### config.mk
export PLATFORM = sky130hd
export DESIGN_NAME = fft_stage_sequencer_flat
export DESIGN_NICKNAME = d
export VERILOG_FILES = /design/src/rtl/fft_stage_sequencer_if.sv /design/src/rtl/fft_stage_sequencer.sv /design/src/flat_wrapper.sv
export SDC_FILE = /design/constraint.sdc
export NUM_CORES = 1
export LEC_CHECK = 0
export ABC_CLOCK_PERIOD_IN_PS = 6820
export CAP_MARGIN = 20
export CORE_MARGIN = 10
export CORE_UTILIZATION = 35
export DETAILED_ROUTE_END_ITERATION = 10
export PLACE_DENSITY = 0.57
export SLEW_MARGIN = 10
export SYNTH_ARGS = -nofsm -noshare
export SYNTH_HDL_FRONTEND = slang
export SYNTH_SLANG_ARGS = --single-unit
### constraint.sdc
create_clock -name clk -period 6.82 [get_ports clk]
set_clock_uncertainty 0.15 [all_clocks]
set_input_delay 2.046 -clock clk [delete_from_list [all_inputs] [get_ports clk]]
set_output_delay 2.046 -clock clk [all_outputs]
set_load 0.03 [all_outputs]
### src/rtl/fft_stage_sequencer_if.sv
// fft_stage_sequencer_if: control, butterfly-issue, write-back and status bundle of the FFT stage sequencer
interface fft_stage_sequencer_if #(
  parameter int FFT_SIZE = 16,
  parameter int N_POINTS = 8
);
  localparam int LOG2N = $clog2(N_POINTS);
  localparam int TW_W = $clog2(FFT_SIZE);
  localparam int ST_W = $clog2(LOG2N + 1);
  logic start;
  logic bf_ready;
  logic bf_valid;
  logic [LOG2N-1:0] rd_addr_a;
  logic [LOG2N-1:0] rd_addr_b;
  logic [TW_W-1:0] tw_addr;
  logic wb_en;
  logic [LOG2N-1:0] wb_addr_a;
  logic [LOG2N-1:0] wb_addr_b;
  logic [ST_W-1:0] stage;
  logic busy;
  logic done;
  modport master (
    input start, bf_ready,
    output bf_valid, rd_addr_a, rd_addr_b, tw_addr, wb_en, wb_addr_a, wb_addr_b, stage, busy, done
  );
  modport slave (
    output start, bf_ready,
    input bf_valid, rd_addr_a, rd_addr_b, tw_addr, wb_en, wb_addr_a, wb_addr_b, stage, busy, done
  );
endinterface

### src/rtl/fft_stage_sequencer.sv
// fft_stage_sequencer: in-place radix-2 DIT FFT stage/butterfly sequencer with hazard-gapped stages and delayed write-back
module fft_stage_sequencer #(
  parameter int FFT_SIZE = 16,
  parameter int N_POINTS = 8,
  parameter int BF_LATENCY = 2
) (
  input logic clk,
  input logic rst,
  fft_stage_sequencer_if.master bus
);
  localparam int LOG2N = $clog2(N_POINTS);
  localparam int TW_W = $clog2(FFT_SIZE);
  localparam int ST_W = $clog2(LOG2N + 1);
  typedef enum logic [1:0] {IDLE, RUN, WAIT, DONE} state_t;
  state_t state, state_nx;
  logic [ST_W-1:0] stg, stg_nx;
  logic [LOG2N-1:0] b, b_nx, span, j, a;
  logic [2:0] wcnt, wcnt_nx;
  logic [31:0] tw;
  logic valid, issue, last_b, last_s, wait_end;
  logic pv [BF_LATENCY];
  logic [LOG2N-1:0] pa [BF_LATENCY];
  logic [LOG2N-1:0] pb [BF_LATENCY];
  assign span = LOG2N'(1) << stg;
  assign j = b & (span - LOG2N'(1));
  assign a = ((b >> stg) << (stg + ST_W'(1))) | j;
  assign tw = 32'(j) * (32'(N_POINTS) >> (stg + ST_W'(1)));
  assign valid = state == RUN;
  assign issue = valid && bus.bf_ready;
  assign last_b = b == LOG2N'(N_POINTS / 2 - 1);
  assign last_s = stg == ST_W'(LOG2N - 1);
  assign wait_end = wcnt == 3'(BF_LATENCY - 1);
  always_ff @(posedge clk) begin
    if (rst) begin
      state <= IDLE;
      stg <= '0;
      b <= '0;
      wcnt <= '0;
    end else begin
      state <= state_nx;
      stg <= stg_nx;
      b <= b_nx;
      wcnt <= wcnt_nx;
    end
  end
  // WAIT lasts BF_LATENCY cycles so the last write-back of a stage lands before the next stage reads
  always_comb begin
    state_nx = state;
    stg_nx = stg;
    b_nx = b;
    wcnt_nx = wcnt;
    case (state)
      IDLE: state_nx = bus.start ? RUN : IDLE;
      RUN: if (issue) begin
        b_nx = last_b ? '0 : b + LOG2N'(1);
        wcnt_nx = '0;
        state_nx = last_b ? WAIT : RUN;
      end
      WAIT: begin
        wcnt_nx = wcnt + 3'd1;
        state_nx = wait_end ? (last_s ? DONE : RUN) : WAIT;
        stg_nx = (wait_end && !last_s) ? stg + ST_W'(1) : stg;
      end
      default: begin
        state_nx = IDLE;
        stg_nx = '0;
      end
    endcase
  end
  always_ff @(posedge clk) begin
    if (rst) begin
      for (int i = 0; i < BF_LATENCY; i++) begin
        pv[i] <= 1'b0;
        pa[i] <= '0;
        pb[i] <= '0;
      end
    end else begin
      pv[0] <= issue;
      pa[0] <= issue ? a : '0;
      pb[0] <= issue ? a + span : '0;
      for (int i = 1; i < BF_LATENCY; i++) begin
        pv[i] <= pv[i-1];
        pa[i] <= pa[i-1];
        pb[i] <= pb[i-1];
      end
    end
  end
  assign bus.bf_valid = valid;
  assign bus.rd_addr_a = valid ? a : '0;
  assign bus.rd_addr_b = valid ? a + span : '0;
  assign bus.tw_addr = valid ? TW_W'(tw) : '0;
  assign bus.wb_en = pv[BF_LATENCY-1];
  assign bus.wb_addr_a = pa[BF_LATENCY-1];
  assign bus.wb_addr_b = pb[BF_LATENCY-1];
  assign bus.stage = stg;
  assign bus.busy = state != IDLE;
  assign bus.done = state == DONE;
endmodule

### src/flat_wrapper.sv
// flat-port wrapper written by rule: the top's interface ports become plain ports
module fft_stage_sequencer_flat 
#(
  parameter int FFT_SIZE = 16,
  parameter int N_POINTS = 8,
  parameter int BF_LATENCY = 2
)
  (clk, rst, bus_start, bus_bf_ready, bus_bf_valid, bus_rd_addr_a, bus_rd_addr_b, bus_tw_addr, bus_wb_en, bus_wb_addr_a, bus_wb_addr_b, bus_stage, bus_busy, bus_done);
  fft_stage_sequencer_if #(.FFT_SIZE(FFT_SIZE), .N_POINTS(N_POINTS)) bus_i ();
  input logic clk;
  input logic rst;
  input wire logic [$bits(bus_i.start)-1:0] bus_start;
  input wire logic [$bits(bus_i.bf_ready)-1:0] bus_bf_ready;
  output wire logic [$bits(bus_i.bf_valid)-1:0] bus_bf_valid;
  output wire logic [$bits(bus_i.rd_addr_a)-1:0] bus_rd_addr_a;
  output wire logic [$bits(bus_i.rd_addr_b)-1:0] bus_rd_addr_b;
  output wire logic [$bits(bus_i.tw_addr)-1:0] bus_tw_addr;
  output wire logic [$bits(bus_i.wb_en)-1:0] bus_wb_en;
  output wire logic [$bits(bus_i.wb_addr_a)-1:0] bus_wb_addr_a;
  output wire logic [$bits(bus_i.wb_addr_b)-1:0] bus_wb_addr_b;
  output wire logic [$bits(bus_i.stage)-1:0] bus_stage;
  output wire logic [$bits(bus_i.busy)-1:0] bus_busy;
  output wire logic [$bits(bus_i.done)-1:0] bus_done;
  assign bus_i.start = bus_start;
  assign bus_i.bf_ready = bus_bf_ready;
  assign bus_bf_valid = bus_i.bf_valid;
  assign bus_rd_addr_a = bus_i.rd_addr_a;
  assign bus_rd_addr_b = bus_i.rd_addr_b;
  assign bus_tw_addr = bus_i.tw_addr;
  assign bus_wb_en = bus_i.wb_en;
  assign bus_wb_addr_a = bus_i.wb_addr_a;
  assign bus_wb_addr_b = bus_i.wb_addr_b;
  assign bus_stage = bus_i.stage;
  assign bus_busy = bus_i.busy;
  assign bus_done = bus_i.done;
  fft_stage_sequencer #(.FFT_SIZE(FFT_SIZE), .N_POINTS(N_POINTS), .BF_LATENCY(BF_LATENCY)) u_core (.clk(clk), .rst(rst), .bus(bus_i));
endmodule
==> results list <==
- Leakage dissipation: 0.708 nW
* Reg2Reg Setup Slack: 3.99 ns
- Total placed instance area: 1630 µm²
* Initial antenna violation count: 0
- Slowest stage cell, crit path: sky130_fd_sc_hd__clkdlybuf4s50_1
- Summing over every cut layer, the via total after detailed routing is 995.
- Once layout is done, the placed cells without fillers occupy 1710 µm².
- Counting cells, the worst reg-to-reg path comes to 10.
* Half-perimeter wire length after placement: 2250 µm
- Root buffer cell: sky130_fd_sc_hd__clkbuf_8
- Number of vias per cell: 4.63
- Post-cts sizing count: 0
- Post-Synthesis Cells: 147
* Rows: 22
- Routability-driven placement finished with a final weighted congestion of 0.888.
- IR analysis of the VDD net gives a maximum drop of 0.000115 V.
* Total number of H-tree levels: 1
- Including well taps, the total number of placed cells is 211.
* Data arrival, critical path: 3.96 ns
- RSZ-0062 raised after global routing: false
- Number of max-capacitance violations reported: 0
- Start point of the worst hold path: u_core.pv[0][0]
- Post-Synthesis Mean Instance Area: 9.42 µm²
- For this design the ratio of total power to cell area is 171 nW/µm².
* Port Buffer Count: 25
- Cell taking the most area after synthesis: sky130_fd_sc_hd__dfxtp_1
- Hold Violations, Final: 0
- Post-CTS Repair Setup Buffers: 0
* Length of the first detailed-routing pass in iterations: 4
- In the global route stage, met2 resource usage came out at 13.0%.
- Detailed-route wire length per cell: 13.0 µm
* Share of Yosys cell area claimed by the top area cell type: 34.7%
- Met1 Track Usage GR: 10.1%
* Hold-fix buffer count after cts: 0
- met2 is the most crowded layer.
- Crit Path Max Fanout: 11
- Count of synthesis-stage warnings from yosys: 0
- Number of global-route vias before repair: 1,012
* Transition at the pin with the smallest max-transition slack: 0.673 ns
- Highest achievable clock rate: 162 MHz
* Setup slack at placement: 0.950 ns
- In the post-synthesis netlist, the biggest area contributors are sky130_fd_sc_hd__dfxtp_1 (35%), sky130_fd_sc_hd__ha_1 (13%), sky130_fd_sc_hd__nor2b_1 (4.5%).
- The final layout contains routed wiring with a total length of 2800 µm.
* Worst Setup Path Type: reg -> out
* Clock buffer count from CTS: 3
- 0 antenna diodes ended up in the layout.
- Critical path required time: 4.62 ns
- Type of the tightest min-delay check: reg -> reg
- The detail route stage leaves a number of antenna-violating nets equal to 0.
- The worst setup path is launched from a flip-flop.
- Cell breakdown of the critical path: inv_1 -> ha_1 -> xnor2_1 -> nand3_1 -> fa_1 -> inv_1 -> ha_1 -> xnor2_1 -> xnor3_1 -> xnor2_1 -> nor2_1 -> clkdlybuf4s50_1
- Post-detailed-route DRC marker count: 0
- Of the synthesized area, sequential elements account for 34.7%.
- Counting along the longest clock path gives a buffer depth of 2.
- Outcome: completed
* Top-Level Pins: 26
- Of the available clock period, the critical path in the final layout requires 90.3%.
- For the final routed database, the setup TNS stands at 0 ns.
- Summed over all layers, the global routing overflow is 0.
- The area growth from synthesis to layout is 23.1%.
- Floorplan die width: 82.9 µm
- Headroom to the max-slew limit came out at 55.0%.
- Number of non-filler instances in the completed layout: 215
- The worst register-to-register path begins at u_core.bus.stage[0].
- TritonCTS built the clock tree.
- Total die area: 6870 µm²
- STA classifies the critical path endpoint as an output pin.
- The endpoint identified for the worst register-to-register timing path is u_core.pb[0][2].
* Slew Limit Fails: 0
- For hold timing, the worst endpoint is u_core.pv[0][1].
* Overall track demand over capacity in global routing: 8.16%
- Smallest setup slack after layout: 0.660 ns
- Along the worst hold path, the cell count comes to 1.
* Crit-path max cell delay: 0.68 ns
- Finished Core Util: 45.6%
- Counting every sink on the clock net gives 24.
* First DRT Iteration DRCs: 24
* Number of nets in the layout: 188
* Clk Latency, worst-skew pair: 0.26 ns
- Clock slew at reported path FFs: 0.08 ns
- Chip Height: 82.9 µm
* Core region area: 3740 µm²
- Library cell appearing most often on the critical path: sky130_fd_sc_hd__xnor2_1
- Total power for the finished layout comes to 0.292 mW.
- Entering global routing, the biggest net connects 19 pins.
* Cell area after synthesis: 1390 µm²
- The first global-routing pass estimated 4890 µm of wire.
- Count of state elements after synthesis: 24
* Global routing usage on met3: 3.42%
* Starting utilization of the core area: 37.0%
* Min cycle time layout: 6.16 ns
* Endpoints failing setup: 0
- The tightest hold path in the finished design has a slack of 0.290 ns.
- Synthesis produced a netlist with a net count of 167.
- Synthesis instantiated 35 different standard cells from the library.
- Layout cells sized above 1: 7.19%
power by group:
part / switching, mW / internal (mW) / total (mW)
Clock: 0.0441 / 0.0784 / 0.123
Sequential: 0.00294 / 0.142 / 0.145
Combinational: 0.0144 / 0.00999 / 0.0244
cell type report:
class                           instances  area, µm²
Fill cell                             368       2040
Sequential cell                        24        480
Clock buffer                            3       41.3
Clock inverter                          1       30.0
Tap cell                               48       60.1
Inverter                               11       41.3
Multi-Input combinational cell        103        802
Timing Repair Buffer                   25        250
synth_stat cells:
master                      count
sky130_fd_sc_hd__dfxtp_1       24
sky130_fd_sc_hd__nor2_1        16
sky130_fd_sc_hd__ha_1          14
sky130_fd_sc_hd__inv_1         11
sky130_fd_sc_hd__nor2b_1       10
sky130_fd_sc_hd__and2_1         8
sky130_fd_sc_hd__a21oi_1        7
sky130_fd_sc_hd__buf_4          7
sky130_fd_sc_hd__xnor2_1        7
sky130_fd_sc_hd__nand2_1        4
sky130_fd_sc_hd__nand3_1        4
sky130_fd_sc_hd__nand3b_1       3
sky130_fd_sc_hd__a2111oi_2      2
sky130_fd_sc_hd__a22oi_1        2
sky130_fd_sc_hd__a2bb2oi_1      2
sky130_fd_sc_hd__and3_1         2
sky130_fd_sc_hd__fa_1           2
sky130_fd_sc_hd__mux2i_1        2
sky130_fd_sc_hd__nand2b_1       2
sky130_fd_sc_hd__nor3_1         2
sky130_fd_sc_hd__o21ai_0        2
sky130_fd_sc_hd__a22oi_2        1
sky130_fd_sc_hd__a31oi_1        1
sky130_fd_sc_hd__and4b_1        1
sky130_fd_sc_hd__and4bb_2       1
sky130_fd_sc_hd__clkbuf_1       1
sky130_fd_sc_hd__clkbuf_2       1
sky130_fd_sc_hd__nand3b_4       1
sky130_fd_sc_hd__nand4_1        1
sky130_fd_sc_hd__nor2_4         1
sky130_fd_sc_hd__nor3b_1        1
sky130_fd_sc_hd__or2_1          1
sky130_fd_sc_hd__or2_2          1
sky130_fd_sc_hd__or3b_4         1
sky130_fd_sc_hd__xnor3_1        1
state kept, by name, indices dropped and copies added (netlist names):
name	count
u_core.b	3
u_core.bus.stage	2
u_core.pa	6
u_core.pb	6
u_core.pv	2
u_core.state	2
u_core.wcnt	3
cells in the final DEF, fill, tap and decap left out, types with 2 or more instances in the layout:
| master | count |
|---|---|
| sky130_fd_sc_hd__and2_1 | 8 |
| sky130_fd_sc_hd__inv_1 | 11 |
| sky130_fd_sc_hd__clkdlybuf4s50_1 | 25 |
| sky130_fd_sc_hd__a22oi_1 | 2 |
| sky130_fd_sc_hd__o21ai_0 | 2 |
| sky130_fd_sc_hd__nand2_1 | 4 |
| sky130_fd_sc_hd__nand3b_1 | 3 |
| sky130_fd_sc_hd__a21oi_1 | 7 |
| sky130_fd_sc_hd__nor2b_1 | 10 |
| sky130_fd_sc_hd__nand3_1 | 4 |
| sky130_fd_sc_hd__ha_1 | 14 |
| sky130_fd_sc_hd__clkbuf_8 | 3 |
| sky130_fd_sc_hd__a2111oi_2 | 2 |
| sky130_fd_sc_hd__nor2_1 | 16 |
| sky130_fd_sc_hd__fa_1 | 2 |
| sky130_fd_sc_hd__a2bb2oi_1 | 2 |
| sky130_fd_sc_hd__nand2b_1 | 2 |
| sky130_fd_sc_hd__and3_1 | 2 |
| sky130_fd_sc_hd__nor3_1 | 2 |
| sky130_fd_sc_hd__xnor2_1 | 7 |
| sky130_fd_sc_hd__mux2i_1 | 2 |
| sky130_fd_sc_hd__dfxtp_1 | 24 |
logic make-up after synthesis:
family                     Yosys count  share of synthesized area, %
and+or+nand+nor                     60                          25.7
DFF                                 24                          34.7
buffers and inverters               20                          7.41
AOI/OAI and AO/OA                   17                          9.12
adders and majority gates           16                          15.5
xor gates and xnor gates             8                          6.05
muxes                                2                          1.45
how the worst max path moves through the flow:
stage	from	endpoint	cells past startpoint
finish	u_core.bus.stage[0]	bus_tw_addr[3]	12
detailed placement	u_core.bus.stage[0]	bus_tw_addr[3]	12
global placement	u_core.bus.stage[0]	bus_tw_addr[3]	12
CTS	u_core.bus.stage[0]	bus_tw_addr[3]	12
global route	u_core.bus.stage[0]	bus_tw_addr[3]	12
floorplan	u_core.bus.stage[0]	bus_tw_addr[3]	11
critical path, delay by kind of cell, from the launching register on:
| kind | cells | cell delay, ns |
|---|---|---|
| adders and majority gates | 3 | 1.03 |
| DFF | 1 | 0.56 |
| xor gates and xnor gates | 4 | 0.97 |
| buffers and inverters | 3 | 0.92 |
| and+or+nand+nor | 2 | 0.23 |
metal layers:
metal / wire (µm) / vias up
li1: - / 520
met1: 1360 / 451
met2: 1290 / 22
met3: 146 / 2
met4: 4 / 0
met5: 0 / -
Power figures use the tool's default switching activity.
